==> src/rtl/qbus_pkg.sv <==
// Shared types for the QBUS DMA master: FSM states, command codes, bus drive bundle.
// No logic here; latency/backpressure live in the modules that import it.
package qbus_pkg;

  localparam int DEF_SETUP_CYC   = 2;
  localparam int DEF_TIMEOUT_CYC = 64;

  typedef enum logic [3:0] {
    ST_IDLE,
    ST_REQ,
    ST_WBUS,
    ST_ADDR,
    ST_HOLD,
    ST_STRB,
    ST_WRPLY,
    ST_WEND,
    ST_FIN
  } state_t;

  typedef enum logic [1:0] {
    CMD_DATI  = 2'd0,
    CMD_DATO  = 2'd1,
    CMD_DATOB = 2'd2
  } cmd_t;

  typedef struct packed {
    cmd_t        cmd;
    logic [15:0] addr;
    logic [15:0] wdata;
  } xfer_t;

  // Everything the master drives onto the bus, all in bus (inverted) polarity
  typedef struct packed {
    logic        dmr_n;
    logic        sack_n;
    logic        sync_n;
    logic        din_n;
    logic        dout_n;
    logic        wtbt_n;
    logic        ad_oe;
    logic [15:0] ad_n_out;
  } bus_t;

  localparam bus_t BUS_IDLE = '{
    dmr_n:    1'b1,
    sack_n:   1'b1,
    sync_n:   1'b1,
    din_n:    1'b1,
    dout_n:   1'b1,
    wtbt_n:   1'b1,
    ad_oe:    1'b0,
    ad_n_out: 16'hFFFF
  };

  function automatic cmd_t cmd_of(input logic wr, input logic byt);
    if (!wr) return CMD_DATI;
    return byt ? CMD_DATOB : CMD_DATO;
  endfunction

endpackage

==> src/rtl/qbus_sync2.sv <==
// Two-flop synchronizer for asynchronous active-low bus lines; resets to the idle (high) level.
// Latency: 2 clocks. No backpressure.
module qbus_sync2 (
  input  logic clk,
  input  logic rst_n,
  input  logic d,
  output logic q
);

  logic meta;

  always_ff @(posedge clk or negedge rst_n) begin
    if (!rst_n) begin
      meta <= 1'b1;
      q    <= 1'b1;
    end else begin
      meta <= d;
      q    <= meta;
    end
  end

endmodule

==> src/rtl/qbus_dma_master.sv <==
// Single-transfer QBUS master: arbitrates (DMR/DMGI/SACK), runs one DATI/DATO(B), releases, reports ack/err.
// Latency: bus inputs seen 2 clocks late through synchronizers; client holds req, accepted only while idle.
module qbus_dma_master
  import qbus_pkg::*;
#(
  parameter int SETUP_CYC   = DEF_SETUP_CYC,
  parameter int TIMEOUT_CYC = DEF_TIMEOUT_CYC
) (
  input  logic        pin_clk,
  input  logic        pin_dclo_n,
  input  logic        pin_init_n,
  input  logic        req,
  input  logic        req_wr,
  input  logic        req_byte,
  input  logic [15:0] req_addr,
  input  logic [15:0] req_wdata,
  output logic        busy,
  output logic        ack,
  output logic        err,
  output logic [15:0] rdata,
  output logic        pin_dmr_n,
  input  logic        pin_dmgi_n,
  output logic        pin_sack_n,
  input  logic        pin_rply_n,
  input  logic [15:0] pin_ad_n_in,
  output logic [15:0] pin_ad_n_out,
  output logic        pin_ad_oe,
  output logic        pin_sync_n,
  output logic        pin_din_n,
  output logic        pin_dout_n,
  output logic        pin_wtbt_n
);

  localparam int CW = $clog2((TIMEOUT_CYC > SETUP_CYC) ? TIMEOUT_CYC : SETUP_CYC) + 1;

  state_t        state, state_nxt;
  logic [CW-1:0] cnt, cnt_nxt;
  xfer_t         xfer, xfer_nxt;
  bus_t          bus, bus_nxt;
  logic          busy_nxt, ack_nxt, err_nxt, errf, errf_nxt;
  logic [15:0]   rdata_nxt;
  logic          dmgi_n_s, rply_n_s, init_n_s;

  qbus_sync2 u_sync_dmgi (.clk(pin_clk), .rst_n(pin_dclo_n), .d(pin_dmgi_n), .q(dmgi_n_s));
  qbus_sync2 u_sync_rply (.clk(pin_clk), .rst_n(pin_dclo_n), .d(pin_rply_n), .q(rply_n_s));
  qbus_sync2 u_sync_init (.clk(pin_clk), .rst_n(pin_dclo_n), .d(pin_init_n), .q(init_n_s));

  always_comb begin
    state_nxt = state;
    cnt_nxt   = cnt;
    xfer_nxt  = xfer;
    bus_nxt   = bus;
    busy_nxt  = busy;
    errf_nxt  = errf;
    rdata_nxt = rdata;
    ack_nxt   = 1'b0;
    err_nxt   = 1'b0;
    if (state != ST_IDLE && !init_n_s) begin
      // INIT aborts from anywhere: drop the bus in one clock
      bus_nxt   = BUS_IDLE;
      busy_nxt  = 1'b0;
      err_nxt   = 1'b1;
      state_nxt = ST_IDLE;
    end else begin
      case (state)
        ST_IDLE: begin
          if (req && init_n_s) begin
            xfer_nxt      = '{cmd: cmd_of(req_wr, req_byte), addr: req_addr, wdata: req_wdata};
            busy_nxt      = 1'b1;
            errf_nxt      = 1'b0;
            bus_nxt.dmr_n = 1'b0;
            state_nxt     = ST_REQ;
          end
        end
        ST_REQ: begin
          if (!dmgi_n_s) begin
            bus_nxt.sack_n = 1'b0;
            bus_nxt.dmr_n  = 1'b1;
            state_nxt      = ST_WBUS;
          end
        end
        ST_WBUS: begin
          if (rply_n_s) begin
            bus_nxt.ad_oe    = 1'b1;
            bus_nxt.ad_n_out = ~xfer.addr;
            bus_nxt.wtbt_n   = (xfer.cmd == CMD_DATI);
            cnt_nxt          = '0;
            state_nxt        = ST_ADDR;
          end
        end
        ST_ADDR: begin
          if (cnt == CW'(SETUP_CYC - 1)) begin
            bus_nxt.sync_n = 1'b0;
            state_nxt      = ST_HOLD;
          end else begin
            cnt_nxt = cnt + 1'b1;
          end
        end
        ST_HOLD: begin
          if (xfer.cmd == CMD_DATI) begin
            bus_nxt.ad_oe    = 1'b0;
            bus_nxt.ad_n_out = 16'hFFFF;
            bus_nxt.wtbt_n   = 1'b1;
          end else begin
            bus_nxt.ad_n_out = ~xfer.wdata;
            bus_nxt.wtbt_n   = (xfer.cmd != CMD_DATOB);
          end
          state_nxt = ST_STRB;
        end
        ST_STRB: begin
          if (xfer.cmd == CMD_DATI) bus_nxt.din_n = 1'b0;
          else                      bus_nxt.dout_n = 1'b0;
          cnt_nxt   = '0;
          state_nxt = ST_WRPLY;
        end
        ST_WRPLY: begin
          if (!rply_n_s) begin
            if (xfer.cmd == CMD_DATI) rdata_nxt = ~pin_ad_n_in;
            bus_nxt.din_n  = 1'b1;
            bus_nxt.dout_n = 1'b1;
            state_nxt      = ST_WEND;
          end else if (cnt == CW'(TIMEOUT_CYC - 1)) begin
            bus_nxt.din_n  = 1'b1;
            bus_nxt.dout_n = 1'b1;
            errf_nxt       = 1'b1;
            err_nxt        = 1'b1;
            state_nxt      = ST_FIN;
          end else begin
            cnt_nxt = cnt + 1'b1;
          end
        end
        ST_WEND: begin
          if (rply_n_s) state_nxt = ST_FIN;
        end
        ST_FIN: begin
          bus_nxt   = BUS_IDLE;
          ack_nxt   = !errf;
          busy_nxt  = 1'b0;
          state_nxt = ST_IDLE;
        end
        default: begin
          bus_nxt   = BUS_IDLE;
          busy_nxt  = 1'b0;
          state_nxt = ST_IDLE;
        end
      endcase
    end
  end

  always_ff @(posedge pin_clk or negedge pin_dclo_n) begin
    if (!pin_dclo_n) begin
      state <= ST_IDLE;
      cnt   <= '0;
      xfer  <= '0;
      bus   <= BUS_IDLE;
      busy  <= 1'b0;
      ack   <= 1'b0;
      err   <= 1'b0;
      errf  <= 1'b0;
      rdata <= '0;
    end else begin
      state <= state_nxt;
      cnt   <= cnt_nxt;
      xfer  <= xfer_nxt;
      bus   <= bus_nxt;
      busy  <= busy_nxt;
      ack   <= ack_nxt;
      err   <= err_nxt;
      errf  <= errf_nxt;
      rdata <= rdata_nxt;
    end
  end

  assign pin_dmr_n    = bus.dmr_n;
  assign pin_sack_n   = bus.sack_n;
  assign pin_sync_n   = bus.sync_n;
  assign pin_din_n    = bus.din_n;
  assign pin_dout_n   = bus.dout_n;
  assign pin_wtbt_n   = bus.wtbt_n;
  assign pin_ad_oe    = bus.ad_oe;
  assign pin_ad_n_out = bus.ad_n_out;

endmodule

==> config.mk <==
export PLATFORM = sky130hd
export DESIGN_NAME = qbus_dma_master
export DESIGN_NICKNAME = d
export VERILOG_FILES = /design/src/rtl/qbus_pkg.sv /design/src/rtl/qbus_sync2.sv /design/src/rtl/qbus_dma_master.sv
export SDC_FILE = /design/constraint.sdc
export NUM_CORES = 1
export LEC_CHECK = 0
export BUFFER_PORTS_ARGS = -buffer_cell sky130_fd_sc_hd__buf_2
export CAP_MARGIN = 20
export CORE_MARGIN = 2
export CORE_UTILIZATION = 35
export DETAILED_ROUTE_END_ITERATION = 10
export HOLD_SLACK_MARGIN = 0.02
export MAX_ROUTING_LAYER = met4
export SETUP_SLACK_MARGIN = 0.15
export SLEW_MARGIN = 20
export SYNTH_ARGS = -nofsm -noshare
export SYNTH_HDL_FRONTEND = slang
export SYNTH_SLANG_ARGS = --single-unit
==> constraint.sdc <==
create_clock -name pin_clk -period 5 [get_ports pin_clk]
set_input_delay 0.5 -clock pin_clk [delete_from_list [all_inputs] [get_ports pin_clk]]
set_output_delay 0.5 -clock pin_clk [all_outputs]
set_load 0.03 [all_outputs]
# Yosys cells after proc, flatten, opt, wreduce, memory -nomap -nowiden
# Cells that the tools add are included.
[totals]
reg_bits = 94
input_bits = 56
out_inout_bits = 42
elab_cells = 139
[classes]
add_sub_neg = 1
n_eq_ne = 32
n_mux = 49
bitwise = 5
reduce_logical = 28
[ops]
columns = ["op", "count"]
rows = [
  ["$pmux W18 S3", 1],
  ["$not A16 Y16", 3],
  ["$mux W4", 8],
  ["$pmux W4 S8", 1],
  ["$mux W7", 4],
  ["$pmux W7 S4", 1],
  ["$mux W23", 1],
  ["$reduce_or A7 Y1", 3],
  ["$mux W1", 19],
  ["$mux W18", 1],
  ["$ne A3 B3 Y1 const B", 6],
  ["$reduce_or A6 Y1", 3],
  ["$eq A4 B3 Y1 const B", 4],
  ["$mux W16", 1],
  ["$ne A2 B1 Y1 const B", 8],
  ["$reduce_and A3 Y1", 5],
  ["$mux W2", 6],
  ["$reduce_and A6 Y1", 2],
  ["$ne A2 B2 Y1 const B", 5],
  ["$eq A4 B2 Y1 const B", 2],
  ["$pmux W1 S2", 4],
  ["$reduce_and A2 Y1", 4],
  ["$reduce_bool A4 Y1", 2],
  ["$add A7 B1 Y7 const B", 1],
  ["other kinds (16)", 20],
]

# Longest topological paths before layout
[logic_depth]
word_depth = 5
mapped_depth = 8
depth_no_buf = 6

# Hierarchy
# Synthesis repeated with hierarchy kept, for this count alone.
[unflattened]
hier_cells = 385
area_unflattened_um2 = 4310.4
[modules_own_cells]
columns = ["mod", "instances", "cells_per_inst", "area_each_um2", "seq_area_each_um2"]
rows = [
  ["qbus_dma_master", 1, 379, 4152.7, 2229.6],
  ["qbus_sync2", 3, 2, 52.6, 52.6],
]

# Least setup slack after synthesis
# Ideal clock, no wire load.
[synth_timing]
path_type = "flip-flop to flip-flop"
start = "reg cnt[0]"
end = "reg state[0]"
setup_time_ns = 0.125
t_arrival_ns = 1.916
required_ns = 4.875
path_slack_ns = 2.959
stages_incl_launch_ff = 7
path_buffers = 0
synth_period_minus_slack_ns = 2.041
path_cell_list = "dfrtp_1 -> ha_1 -> nand3_2 -> or3_4 -> a32o_2 -> or2_4 -> mux2_4"
[synth_via]
elab_chain_len = 3
word_cells_on_any_way = 5
cone_classes = "eq/ne: 4; reduce/logical: 1"
[synth_rtl]
columns = ["element", "line", "source"]
rows = [
  ["start: declaration", "qbus_dma_master.sv:37", "logic [CW-1:0] cnt, cnt_nxt;"],
  ["start signal: assignment", "qbus_dma_master.sv:163", "cnt <= cnt_nxt;"],
  ["$eq A7 B6 Y1 or $eq A7 B1 Y1 (tied branches)", "qbus_dma_master.sv:122, qbus_dma_master.sv:92", ""],
  ["$ne A4 B4 Y1 (no line) or $ne A3 B3 Y1 (tied branches)", "--", ""],
  ["$reduce_and A6 Y1 (no line) *", "--", ""],
  ["end signal: assignment", "qbus_dma_master.sv:162", "state <= state_nxt;"],
  ["end: declaration", "qbus_dma_master.sv:36", "state_t state, state_nxt;"],
]
# Every way passes the cells marked *; elsewhere a longest branch is shown, timed or not.
# A chain may end at the register's enable or synchronous reset.

# Worst setup path in the final report
[layout_timing]
start = "reg state[2]"
end = "reg rdata[1]"
[layout_via]
elab_chain_len = 4
word_cells_on_any_way = 5
cone_classes = "eq/ne: 1; bitwise: 1; reduce/logical: 3"
[layout_rtl]
columns = ["element", "line", "source"]
rows = [
  ["$reduce_bool A4 Y1", "qbus_dma_master.sv:58", "if (state != ST_IDLE && !init_n_s) begin"],
  ["$logic_and A1 B1 Y1", "qbus_dma_master.sv:58", ""],
  ["$not A1 Y1 (no line)", "--", ""],
  ["$reduce_and A4 Y1 (no line) *", "--", ""],
  ["end signal: assignment", "qbus_dma_master.sv:170", "rdata <= rdata_nxt;"],
  ["end: declaration", "qbus_dma_master.sv:20", "output logic [15:0] rdata,"],
]
# Marked as above.

==> out/metrics.csv <==
metric;value;unit
clock root buffer master;clkbuf_16;
Final Hold Vio Count;0;
Post-CTS Resized;0;
post-CTS setup buffers;0;
largest net degree at the start of global routing;56;
register area share after synthesis;57.0;%
Synth Area in Adders;0.598;%
main flop type after synthesis;dfrtp_1;
post-route clock skew;6.27;ps
post-synthesis simple-gate area fraction;15.1;%
WP data arrival;2960;ps
crit-path max FO;32;
number of synthesized flops with an enable pin;0;
fraction of layout instances using a drive strength above 1;37.1;%
Synth area leader;dfrtp_1;
asr flop ratio synth;100;%
post-synth cell types;50;
Peak Freq;366;MHz
DP HPWL;6680;microns
min-delay worst type;in2async;
critical path class;reg2reg;
Synth Area in XOR/XNOR;0.209;%
share of power burned in registers;40.8;%
Design Power;3.21;mW
DRC violations left;0;
# diodes;0;
r2r endpoint;rdata[1];
worst relative slew slack;35.4;%
period utilization;54.7;%
slowest CP cell;nand3_1;
CP Data Required Time;5220;ps
Compound-Gate Fraction of Synth Area;14.7;%
post-synthesis mux area share;9.21;%
Inst Count DP;622;
CTS max path bufs;2;
Die Span Y;113;microns
Gate power share;38.2;%
pwr dens;634;nW/um^2
First-pass DRT Iterations;6;
dpl ws;2260;ps
crit path capture type;flip-flop;
R2R depth;3;
Peak VDD IR;254;uV
switch share;38.9;%
FF-to-FF setup slack;2260;ps
YS warnings;0;
Synth top area share;39.5;%
P_int;1.96;mW
syn avg cell area;10.4;sq um
fin util;43.8;%
Core Region;11600;sq um
die width;113;microns
initial drt markers;163;
Synth-to-Final Area Change;21.0;%
CTS tree;yes;
Finished Layout Cells;636;
synthesized area;4190;sq um
Fillers;1120;
gp weighted congestion;0.811;
Post-CTS Hold Fix Bufs;0;
num rows;39;
max incr delay on CP;830;ps
initial antenna violation count;0;
# IOs;98;
syn_nets;462;
Initial Util;36.2;%
Pleak;2.24;nW
Startpoint Class;flip-flop;
count of port buffers added during placement;97;
Setup-failing EPs final;0;
wire length of the first global-routing pass;16000;microns
cells after synthesis;404;
synth top area cells;dfrtp_1 (39%), dfstp_2 (18%), mux2_2 (8.6%);
R2R Path Start;state[2];
Clock transition at path regs;60;ps
GR Util All Layers;16.2;%
routed vias;3268;
post-synthesis sequential element count;94;
largest family of logic cells by synthesized area;simple AND/OR/NAND/NOR gates;
clock sinks;94;
Reg area;2390;sq um
Max Slew Vio Count;0;
gr ovfl total;0;
CTS buffer count;9;
final net count;548;
status;finished clean;
Clock power frac;21.0;%
Skew-Pair Late Insertion Delay;340;ps
setup TNS;0;ps
Die Footprint;12800;sq um
Max-cap violations;0;
post-route ant nets;0;
area of the multi-input gates;1670;sq um
H-Tree Depth;3;
Psw;1.25;mW
vias in the first global route;3244;
DR vias/cell;5.14;
WL per Instance;15.1;microns
Period minus WS final;2740;ps
final setup margin;2260;ps
RSZ-0062 raised after global routing;false;
final wirelength;9600;microns
worst-path cell chain;nor4bb_1 -> nand3_1 -> o21ai_0;
Least-Margin Pin Slew;967;ps
[cells by family after synthesis]
| logic type | after synthesis |
|---|---|
| and+or+nand+nor | 139 |
| AOI/OAI and AO/OA | 102 |
| DFF | 94 |
| muxes | 34 |
| buffers and inverters | 32 |
| adders and majority gates | 2 |
| xor gates and xnor gates | 1 |
[cell type report]
class | instances | area share (%)
clock buffers | 11 | 4.79
clock inverters | 3 | 0.914
inverters | 6 | 0.445
multi-input cells | 278 | 33.0
flip-flops and latches | 94 | 47.1
well taps | 143 | 3.53
repair buffers | 101 | 10.2
[cell usage after synthesis, types with 2 or more instances]
cell and number:
dfrtp_1 66, nor2_1 62, nand2_1 37, o21ai_0 33
mux2_2 32, dfstp_2 28, a21oi_1 25, a31oi_1 19
clkbuf_1 17, buf_2 7, nand2b_1 7, nand3_1 7
inv_1 6, and3_1 5, nor2b_1 4, nor4_1 3
o21a_1 3, o32ai_1 3, or2_2 3, buf_1 2
ha_1 2, nand3b_1 2, nor3_1 2, o31ai_1 2
o41ai_1 2
[power by group through the flow]
stage / clock (mW) / sequential (mW) / combinational, mW
after detailed placement: 0 / 1.32 / 1.24
after floorplan: 0 / 1.50 / 0.717
after CTS: 0.691 / 1.31 / 1.24
final: 0.674 / 1.31 / 1.23
after global routing: 0.720 / 1.36 / 1.35
after global placement: 0 / 1.31 / 1.21
[cell usage in the layout (no fill, tap or decap), types with 3 or more instances in the layout]
| cell type | n |
|---|---|
| nor2b_1 | 4 |
| o32ai_1 | 3 |
| dfrtp_1 | 66 |
| nand2_1 | 37 |
| nor2_1 | 62 |
| buf_4 | 5 |
| a31oi_1 | 19 |
| nor4_1 | 3 |
| o21a_1 | 3 |
| buf_2 | 96 |
| mux2_2 | 32 |
| and3_1 | 5 |
| clkbuf_16 | 9 |
| dfstp_2 | 28 |
| or2_2 | 3 |
| nand2b_1 | 7 |
| a21oi_1 | 25 |
| o21ai_0 | 33 |
| inv_1 | 6 |
| nand3_1 | 7 |
[how the worst max path moves through the flow]
stage / slack, ps / from / end
floorplan: 2960 / cnt[0] / state[0]
global placement: 2380 / state[2] / rdata[7]
detailed placement: 2260 / state[2] / rdata[1]
CTS: 2270 / state[2] / rdata[12]
global route: 1850 / state[2] / rdata[4]
finish: 2260 / state[2] / rdata[1]
[critical path, delay by kind of cell (launching register included)]
family	cells	cell delay [ps]
AND/OR/NAND/NOR	2	1470
flip-flops	1	700
AO/OA/AOI/OAI	1	440
[state kept, by name, summed over array words and instances (netlist names), 4 cells and up]
| name | cells |
|---|---|
| cnt | 7 |
| pin_ad_n_out | 16 |
| rdata | 16 |
| state | 4 |
| xfer | 34 |
[metal layers]
layer,vias up,GRT usage (%),wire [microns]
li1,1584,-,-
met1,1582,21.5,4400
met2,92,24.6,4570
met3,10,2.95,485
met4,0,6.50,151
met5,-,-,0
[per-stage QoR]
step / cell area, sq um / hold WS [ps]
2_1_floorplan: 4190 / 204
3_3_place_gp: 4780 / 346
3_5_place_dp: 4780 / 347
4_1_cts: 5060 / 136
5_1_grt: 5060 / 164
6_report: 5060 / 122
Note: power is estimated with default switching activity, not from simulation.
